===== config.mk =====
export PLATFORM = sky130hd
export DESIGN_NAME = unpacked_rr_arbiter_flat
export DESIGN_NICKNAME = d
export VERILOG_FILES = /design/src/rtl/unpacked_rr_arbiter_pkg.sv /design/src/rtl/unpacked_rr_arbiter_if.sv /design/src/rtl/unpacked_rr_arbiter_rr_pick.sv /design/src/rtl/unpacked_rr_arbiter.sv /design/src/flat_wrapper.sv
export SDC_FILE = /design/constraint.sdc
export NUM_CORES = 1
export LEC_CHECK = 0
export BUFFER_PORTS_ARGS = -buffer_cell sky130_fd_sc_hd__buf_2
export CAP_MARGIN = 30
export CORE_ASPECT_RATIO = 1.25
export CORE_MARGIN = 1
export CORE_UTILIZATION = 50
export CTS_BUF_LIST = sky130_fd_sc_hd__clkbuf_4 sky130_fd_sc_hd__clkbuf_8
export DETAILED_ROUTE_END_ITERATION = 12
export PLACE_DENSITY_LB_ADDON = 0.08
export SLEW_MARGIN = 5
export SYNTH_ARGS = -nofsm -noshare
export SYNTH_HDL_FRONTEND = slang
export SYNTH_HIERARCHICAL = 1
export SYNTH_SLANG_ARGS = --single-unit

===== constraint.sdc =====
create_clock -name clock -period 4.05 [get_ports clock]
set_clock_uncertainty 0.2 [all_clocks]
set_input_delay 0.2025 -clock clock [delete_from_list [all_inputs] [get_ports clock]]
set_output_delay 0.2025 -clock clock [all_outputs]
set_load 0.02 [all_outputs]

===== src/rtl/unpacked_rr_arbiter_pkg.sv =====
`default_nettype none
// ============================================================================
// Module  : unpacked_arb_pkg
// Brief   : Shared types and index helpers for the unpacked round-robin arbiter
// Revision: 1.0 - initial release
// ============================================================================
package unpacked_arb_pkg;

    typedef enum logic [0:0] {
        IDLE = 1'b0,
        BUSY = 1'b1
    } arb_state_t;

    // Width of an index or counter; never returns 0 so M=1-style corners still elaborate.
    function automatic int clog2_min1(input int n);
        return (n <= 2) ? 1 : $clog2(n);
    endfunction

    // Increment with an explicit wrap so non-power-of-2 M never reaches index M.
    function automatic int rr_next(input int idx, input int m);
        return (idx >= m - 1) ? 0 : idx + 1;
    endfunction

endpackage
`default_nettype wire


===== src/rtl/unpacked_rr_arbiter_if.sv =====
`default_nettype none
// ============================================================================
// Module  : unpacked_rr_arbiter_if
// Brief   : Per-requester unpacked streams plus the shared output stream
// Revision: 1.0 - initial release
// ============================================================================
interface unpacked_rr_arbiter_if #(
    parameter int M = 4,
    parameter int W = 8
);
    import unpacked_arb_pkg::*;

    localparam int c_idx_w = clog2_min1(M);

    logic               req_valid [0:M-1];
    logic [W-1:0]       req_data  [0:M-1];
    logic               req_last  [0:M-1];
    logic               req_ready [0:M-1];
    logic               out_valid;
    logic [W-1:0]       out_data;
    logic               out_last;
    logic [c_idx_w-1:0] out_src;
    logic               out_ready;
    logic               timeout_err;

    modport master (
        input  req_valid, req_data, req_last, out_ready,
        output req_ready, out_valid, out_data, out_last, out_src, timeout_err
    );

    modport slave (
        output req_valid, req_data, req_last, out_ready,
        input  req_ready, out_valid, out_data, out_last, out_src, timeout_err
    );

endinterface
`default_nettype wire


===== src/rtl/unpacked_rr_arbiter_rr_pick.sv =====
`default_nettype none
// ============================================================================
// Module  : rr_pick
// Brief   : Combinational rotating-priority picker starting the scan at ptr
// Revision: 1.0 - initial release
// ============================================================================
module rr_pick
    import unpacked_arb_pkg::*;
#(
    parameter int M = 4,
    localparam int c_idx_w = clog2_min1(M)
) (
    input  logic               req [0:M-1],
    input  logic [c_idx_w-1:0] ptr,
    output logic               any,
    output logic [c_idx_w-1:0] idx
);

    logic [c_idx_w-1:0] w_pos;

    always_comb begin
        any   = 1'b0;
        idx   = '0;
        w_pos = ptr;
        for (int k = 0; k < M; k++) begin
            if (!any && req[w_pos]) begin
                any = 1'b1;
                idx = w_pos;
            end
            w_pos = c_idx_w'(rr_next(int'(w_pos), M));
        end
    end

endmodule
`default_nettype wire


===== src/rtl/unpacked_rr_arbiter.sv =====
`default_nettype none
// ============================================================================
// Module  : unpacked_rr_arbiter
// Brief   : Burst-locked round-robin arbiter with stall watchdog
// Revision: 1.0 - initial release
// ============================================================================
module unpacked_rr_arbiter
    import unpacked_arb_pkg::*;
#(
    parameter int M       = 4,
    parameter int W       = 8,
    parameter int TIMEOUT = 15
) (
    input  logic                  clock,
    input  logic                  reset,
    unpacked_rr_arbiter_if.master bus
);

    localparam int                c_idx_w   = clog2_min1(M);
    localparam int                c_wd_w    = clog2_min1(TIMEOUT + 1);
    localparam logic [c_wd_w-1:0] c_wd_last = c_wd_w'(TIMEOUT - 1);

    arb_state_t          r_state, w_state_nxt;
    logic [c_idx_w-1:0]  r_ptr, w_ptr_nxt;
    logic [c_idx_w-1:0]  r_gnt, w_gnt_nxt;
    logic [c_wd_w-1:0]   r_wd_cnt, w_wd_nxt;
    logic                r_timeout_err, w_timeout_nxt;

    logic                w_req [0:M-1];
    logic                w_any;
    logic [c_idx_w-1:0]  w_pick;
    logic                w_busy;
    logic                w_valid;
    logic                w_last;
    logic                w_xfer;
    logic [c_idx_w-1:0]  w_gnt_inc;

    always_comb begin
        for (int k = 0; k < M; k++) begin
            w_req[k] = bus.req_valid[k];
        end
    end

    rr_pick #(
        .M (M)
    ) u_pick (
        .req (w_req),
        .ptr (r_ptr),
        .any (w_any),
        .idx (w_pick)
    );

    // Forwarding is gated by reset so an aborted burst moves no beat in the reset cycle.
    always_comb begin
        w_busy    = (r_state == BUSY) && !reset;
        w_valid   = w_busy && bus.req_valid[r_gnt];
        w_last    = w_busy && bus.req_last[r_gnt];
        w_xfer    = w_valid && bus.out_ready;
        w_gnt_inc = c_idx_w'(rr_next(int'(r_gnt), M));
    end

    always_comb begin
        for (int k = 0; k < M; k++) begin
            bus.req_ready[k] = w_busy && bus.out_ready && (r_gnt == c_idx_w'(k));
        end
        bus.out_valid   = w_valid;
        bus.out_last    = w_last;
        bus.out_data    = w_busy ? bus.req_data[r_gnt] : '0;
        bus.out_src     = w_busy ? r_gnt : '0;
        bus.timeout_err = r_timeout_err;
    end

    always_comb begin
        w_state_nxt   = r_state;
        w_ptr_nxt     = r_ptr;
        w_gnt_nxt     = r_gnt;
        w_wd_nxt      = r_wd_cnt;
        w_timeout_nxt = 1'b0;
        case (r_state)
            IDLE: begin
                w_wd_nxt = '0;
                if (w_any) begin
                    w_gnt_nxt   = w_pick;
                    w_state_nxt = BUSY;
                end
            end
            BUSY: begin
                if (w_xfer) begin
                    w_wd_nxt = '0;
                    if (w_last) begin
                        w_state_nxt = IDLE;
                        w_ptr_nxt   = w_gnt_inc;
                    end
                end else if (r_wd_cnt == c_wd_last) begin
                    w_state_nxt   = IDLE;
                    w_ptr_nxt     = w_gnt_inc;
                    w_wd_nxt      = '0;
                    w_timeout_nxt = 1'b1;
                end else if (r_wd_cnt != '1) begin
                    w_wd_nxt = r_wd_cnt + 1'b1;
                end
            end
            default: begin
                w_state_nxt = IDLE;
            end
        endcase
    end

    always_ff @(posedge clock) begin
        if (reset) begin
            r_state       <= IDLE;
            r_ptr         <= '0;
            r_gnt         <= '0;
            r_wd_cnt      <= '0;
            r_timeout_err <= 1'b0;
        end else begin
            r_state       <= w_state_nxt;
            r_ptr         <= w_ptr_nxt;
            r_gnt         <= w_gnt_nxt;
            r_wd_cnt      <= w_wd_nxt;
            r_timeout_err <= w_timeout_nxt;
        end
    end

endmodule
`default_nettype wire


===== src/flat_wrapper.sv =====
// flat-port wrapper written by rule: the top's interface ports become plain ports
module unpacked_rr_arbiter_flat import unpacked_arb_pkg::*;
#(
    parameter int M       = 4,
    parameter int W       = 8,
    parameter int TIMEOUT = 15
)
  (clock, reset, bus_req_valid, bus_req_data, bus_req_last, bus_out_ready, bus_req_ready, bus_out_valid, bus_out_data, bus_out_last, bus_out_src, bus_timeout_err);
  unpacked_rr_arbiter_if #(.M(M), .W(W)) bus_i ();
  input  logic clock;
  input  logic reset;
  input wire logic [$bits(bus_i.req_valid)-1:0] bus_req_valid;
  input wire logic [$bits(bus_i.req_data)-1:0] bus_req_data;
  input wire logic [$bits(bus_i.req_last)-1:0] bus_req_last;
  input wire logic [$bits(bus_i.out_ready)-1:0] bus_out_ready;
  output wire logic [$bits(bus_i.req_ready)-1:0] bus_req_ready;
  output wire logic [$bits(bus_i.out_valid)-1:0] bus_out_valid;
  output wire logic [$bits(bus_i.out_data)-1:0] bus_out_data;
  output wire logic [$bits(bus_i.out_last)-1:0] bus_out_last;
  output wire logic [$bits(bus_i.out_src)-1:0] bus_out_src;
  output wire logic [$bits(bus_i.timeout_err)-1:0] bus_timeout_err;
  assign bus_i.req_valid = {>>{bus_req_valid}};
  assign bus_i.req_data = {>>{bus_req_data}};
  assign bus_i.req_last = {>>{bus_req_last}};
  assign bus_i.out_ready = bus_out_ready;
  assign bus_req_ready = {>>{bus_i.req_ready}};
  assign bus_out_valid = bus_i.out_valid;
  assign bus_out_data = bus_i.out_data;
  assign bus_out_last = bus_i.out_last;
  assign bus_out_src = bus_i.out_src;
  assign bus_timeout_err = bus_i.timeout_err;
  unpacked_rr_arbiter #(.M(M), .W(W), .TIMEOUT(TIMEOUT)) u_core (.clock(clock), .reset(reset), .bus(bus_i));
endmodule

# Word level (Yosys, flattened, before mapping)
# Cells that the tools add are included.
# Widths: inputs -> output; s select.
[op_classes]
addsub = 5
n_lt_le_gt_ge = 9
eq_ne = 7
mux = 48
bitwise_logic = 6
n_reduce_logical = 21
[ops]
columns = ["cell", "count"]
rows = [
  ["$mux 2", 12],
  ["$mux 8", 3],
  ["$mux 1", 21],
  ["$bmux 8 s2", 1],
  ["$ge 3x3->1 const B", 5],
  ["$not 2->3", 5],
  ["$bmux 1 s2", 6],
  ["$logic_and 1x1->1", 12],
  ["$mux 4", 3],
  ["$add 2x1->2 const B", 4],
  ["$ge 2x2->1 const B", 4],
  ["$ne 4x4->1 const B", 2],
  ["$pmux 4 s2", 1],
  ["$add 4x1->4 const B", 1],
  ["$eq 2x2->1 const B", 2],
  ["$eq 4x4->1 const B", 1],
  ["$logic_not 1->1", 4],
  ["$reduce_and 3->1", 1],
  ["$reduce_or 3->1", 1],
  ["$eq 2x1->1 const B", 1],
  ["$logic_not 2->1", 1],
  ["$ne 2x2->1 const B", 1],
  ["$pmux 1 s2", 1],
  ["$reduce_and 2->1", 1],
  ["other kinds (2)", 2],
]
[totals]
reg_bits = 10
inputBits = 43
output_inout_bits = 17

# Depth between registers and ports, before layout
[logic_depth]
word_depth = 16
mapped_depth = 10

# Modules after synthesis
# The synthesis kept the hierarchy.
[modules_own_cells]
columns = ["module", "instances", "cells_per_inst", "area_per_inst_um2", "seq_area_each_um2"]
rows = [
  ["unpacked_rr_arbiter", 1, 86, 818.3, 200.2],
  ["rr_pick", 1, 41, 285.3, 0.0],
]

# Worst setup path after synthesis
# Ideal clock, no wire load.
[synth_timing]
kind = "flip-flop to flip-flop"
from = "register u_core.r_ptr[0]"
to = "register u_core.r_state"
setup_ns = 0.124
t_arrival_ns = 1.817
t_required_ns = 3.726
path_slack_ns = 1.909
path_stages_with_launch = 10
path_cell_list = "dfxtp_1 > ha_1 > buf_6 > or4b_1 > o31a_1 > o2bb2ai_1 > nand2_1 > nor2b_1 > a31oi_1 > nor2_1"
[synth_via]
elab_chain_len = 16
elab_cells_between_ends = 37
classes_between = "add/sub (3); order compare (3); mux (21); bitwise (4); reduce/logical (6)"
[synth_lines]
columns = ["element", "line_no", "text"]
rows = [
  ["from (decl)", "unpacked_rr_arbiter.sv:24", "logic [c_idx_w-1:0] r_ptr, w_ptr_nxt;"],
  ["from (signal assigned)", "unpacked_rr_arbiter.sv:118", "r_ptr <= w_ptr_nxt;"],
  ["branches (longest 13 deep; another with $add 2x1->2)", "-", ""],
  ["$mux 1 *", "unpacked_rr_arbiter_rr_pick.sv:26", "if (!any && req[w_pos]) begin"],
  ["named net u_core.w_any", "unpacked_rr_arbiter.sv:30", "logic w_any;"],
  ["$mux 1 *", "unpacked_rr_arbiter.sv:82", "if (w_any) begin"],
  ["$pmux 1 s2 *", "unpacked_rr_arbiter.sv:79", "case (r_state)"],
  ["to (signal assigned)", "unpacked_rr_arbiter.sv:117", "r_state <= w_state_nxt;"],
  ["to (decl)", "unpacked_rr_arbiter.sv:23", "arb_state_t r_state, w_state_nxt;"],
]
# Mark *: on every way through the listed nets, which the timed path passes. The select of a mux whose other input is x is not followed.
# A chain may end at the register's enable or synchronous reset.

# Final worst setup path
# Same ends and word-level chain as after synthesis.

==> flow_summary.yaml <==
die:
  coreArea_um2: 2030
  fp.dieArea_um2: 2400
  core.rowCount: 18
  start_util_pct: 54.4
  ios: 60
  die_height_um: 54.5
  chipWidth_um: 44.0
cts:
  cts-resized-gates: 0
  cts_sinks: 10
  htreeDepth: 1
  clk_latency_ns: 0.27
  postCtsSetupBuffers: 0
  cts.hold.buffers_added: 0
  numCtsBuffers: 3
  cts_tree: "built"
  ctsRootBufferMaster: "clkbuf_4"
  cts.path.max_buffers: 2
  clkTransAtPathRegs_ns: 0.07
route:
  dr.pass1.iters: 8
  ant_nets: 0
  drt_iter0_markers: 16
  drc_errors: 7
  wirelength_um: 2870
  wl_per_cell_um: 14.2
  viasPerCell: 5.94
  vias: 1199
grt:
  track_usage_pct: 25.4
  top_usage_layer: "met2"
  grt_first_pass_wirelength_um: 4580
  gr-usage-met3_pct: 5.94
  grt_max_degree: 18
  grt.overflow.total: 0
  gr-usage-met2_pct: 51.5
  use_met1_pct: 27.6
  grt_antenna_before_repair: 0
  grt_pass1_vias: 1074
final_layout:
  final_core_util_pct: 69.8
  antenna_cells: 0
  fill_cells: 186
  final_nets: 231
  synthToLayoutAreaGrowth_pct: 28.2
  final_cells: 202
  drive_gt1_share_pct: 42.3
  post-route-cell-area_um2: 1420
setup_path:
  crit_path_end: "u_core/r_state"
  start_kind: "flip-flop"
  cp_max_fo: 15
  crit_start: "u_core/r_ptr[0]"
  r2r-start: "u_core/r_ptr[0]"
  r2r_end: "u_core/r_state"
  endpoint_kind: "flip-flop"
  crit_arrival_ns: 2.59
  reg2reg_depth: 8
  required_ns: 4.01
  worst-r2r-setup-slack_ns: 1.43
  crit_type: "flip-flop to flip-flop"
synth:
  avgSynthCellArea_um2: 8.69
  synthFlopType: "dfxtp_1"
  synth_edf_count: 0
  async_flop_share_pct: 0
  netlist_instances: 127
  synth_top_area_share_pct: 20.4
  synth_commonest_cells: "nand2_1, nor2_1, and2_1, dfxtp_1, mux4_2"
  netlist_area_um2: 1100
  synth_cell_type_count: 43
  ys.warnings.count: 6
  ys_seq_area_share_pct: 18.1
  synth_most_common_cell: "nand2_1"
  yosysTopAreaCell: "mux4_2"
  synth_area_leaders: "mux4_2, dfxtp_1, and2_1"
  ys_ff_latch: 10
  synth_fp_nets: 175
sta:
  fin_tns_setup_ns: 0
  final_max_slew_viol_count: 0
  slew_headroom_pct: 45.6
  rsz0062_at_grt: "no"
  setup_viol: 0
  tightest_slew_ns: 0.814
  finalCriticalPeriod_ns: 2.62
  hold_viol_final: 0
  min_period_over_period_pct: 64.8
  max_freq_mhz: 381
place:
  placed_cell_area_um2: 1380
  io_buffers: 59
  hpwl_um: 2300
  gp_congestion: 0.848
  dp.cells: 198
outcome:
  status: "finished, violations left"
  violations: "design-rule violations"
job:
  cap_violations: 0
power_and_ir_drop:
  leakagePower_nw: 0.637
  p_per_area_nw_per_um2: 204
  fin_total_pwr_mw: 0.288
  max-vdd-ir-drop_mv: 0.287
hold_path:
  hp-class: "input pin to flip-flop"
-- how the worst min path moves through the flow --
stage	slack [ns]	cells after the start	end	from
finish	0.01	2	u_core/r_gnt[1]	reset
global route	0.02	2	u_core/r_gnt[1]	reset
CTS	0.005	2	u_core/r_state	reset
detailed placement	0.29	2	u_core/r_state	reset
global placement	0.28	2	u_core/r_gnt[0]	reset
floorplan	0.24	3	u_core/bus.timeout_err	bus_out_ready
-- sequential cells by signal (all words and copies together), names as in the netlist --
name / flops
u_core/r_wd_cnt: 4
u_core/r_gnt: 2
u_core/r_ptr: 2
u_core/bus.timeout_err: 1
u_core/r_state: 1
-- power by group --
| part | internal [mW] | switching, mW |
|---|---|---|
| Sequential | 0.101 | 0.00865 |
| Clock | 0.0545 | 0.0339 |
| Combinational | 0.0487 | 0.0410 |
| Total | 0.205 | 0.0835 |
-- final cells by class --
cell class / count / area [µm²] / share of cell area [%]
flip-flops and latches: 10 / 200 / 14.1
repair buffers: 59 / 295 / 20.9
multi-input cells: 104 / 840 / 59.3
well taps: 20 / 25.0 / 1.77
inverters: 5 / 18.8 / 1.33
clock buffers: 4 / 36.3 / 2.56
-- placed cells by master, fill, tap and decap left out, types with 3 or more instances in the layout --
master / count
a21oi_1: 4
and2_1: 10
and3_1: 4
buf_2: 59
clkbuf_4: 3
dfxtp_1: 10
ha_1: 5
inv_1: 5
mux2i_1: 4
mux4_2: 10
nand2_1: 13
nand2b_1: 4
nor2_1: 12
nor2b_1: 3
o21ai_0: 6
-- routing by layer --
layer	vias to the layer above	wire (µm)
met5	-	0
met4	0	7
met3	2	223
met2	52	1610
met1	563	1030
li1	582	-
-- critical path, cell delays in order, from the launching register on --
cell and delay, ns:
dfxtp_1 0.59, ha_1 0.47, or4b_1 0.51, o31a_1 0.12, o2bb2ai_1 0.15, nand2_1 0.06, nor2b_1 0.19, a31oi_1 0.17
nor2_1 0.05
-- stage by stage --
step	hold slack, ns	setup WS, ns
2_1_floorplan	0.245	1.91
3_3_place_gp	0.282	1.52
3_5_place_dp	0.295	1.47
4_1_cts	0.00501	1.46
5_1_grt	0.0202	1.12
6_report	0.0114	1.43
-- cells by family after synthesis --
| family | count (synthesis) | share of synthesized area (%) |
|---|---|---|
| buf+inv | 13 | 5.78 |
| simple gates | 54 | 25.6 |
| flops | 10 | 18.1 |
| compound gates | 28 | 17.9 |
| xor+xnor | 1 | 0.794 |
| fa+ha+maj | 5 | 5.67 |
| mux | 16 | 26.1 |
Power figures use the tool's default switching activity.
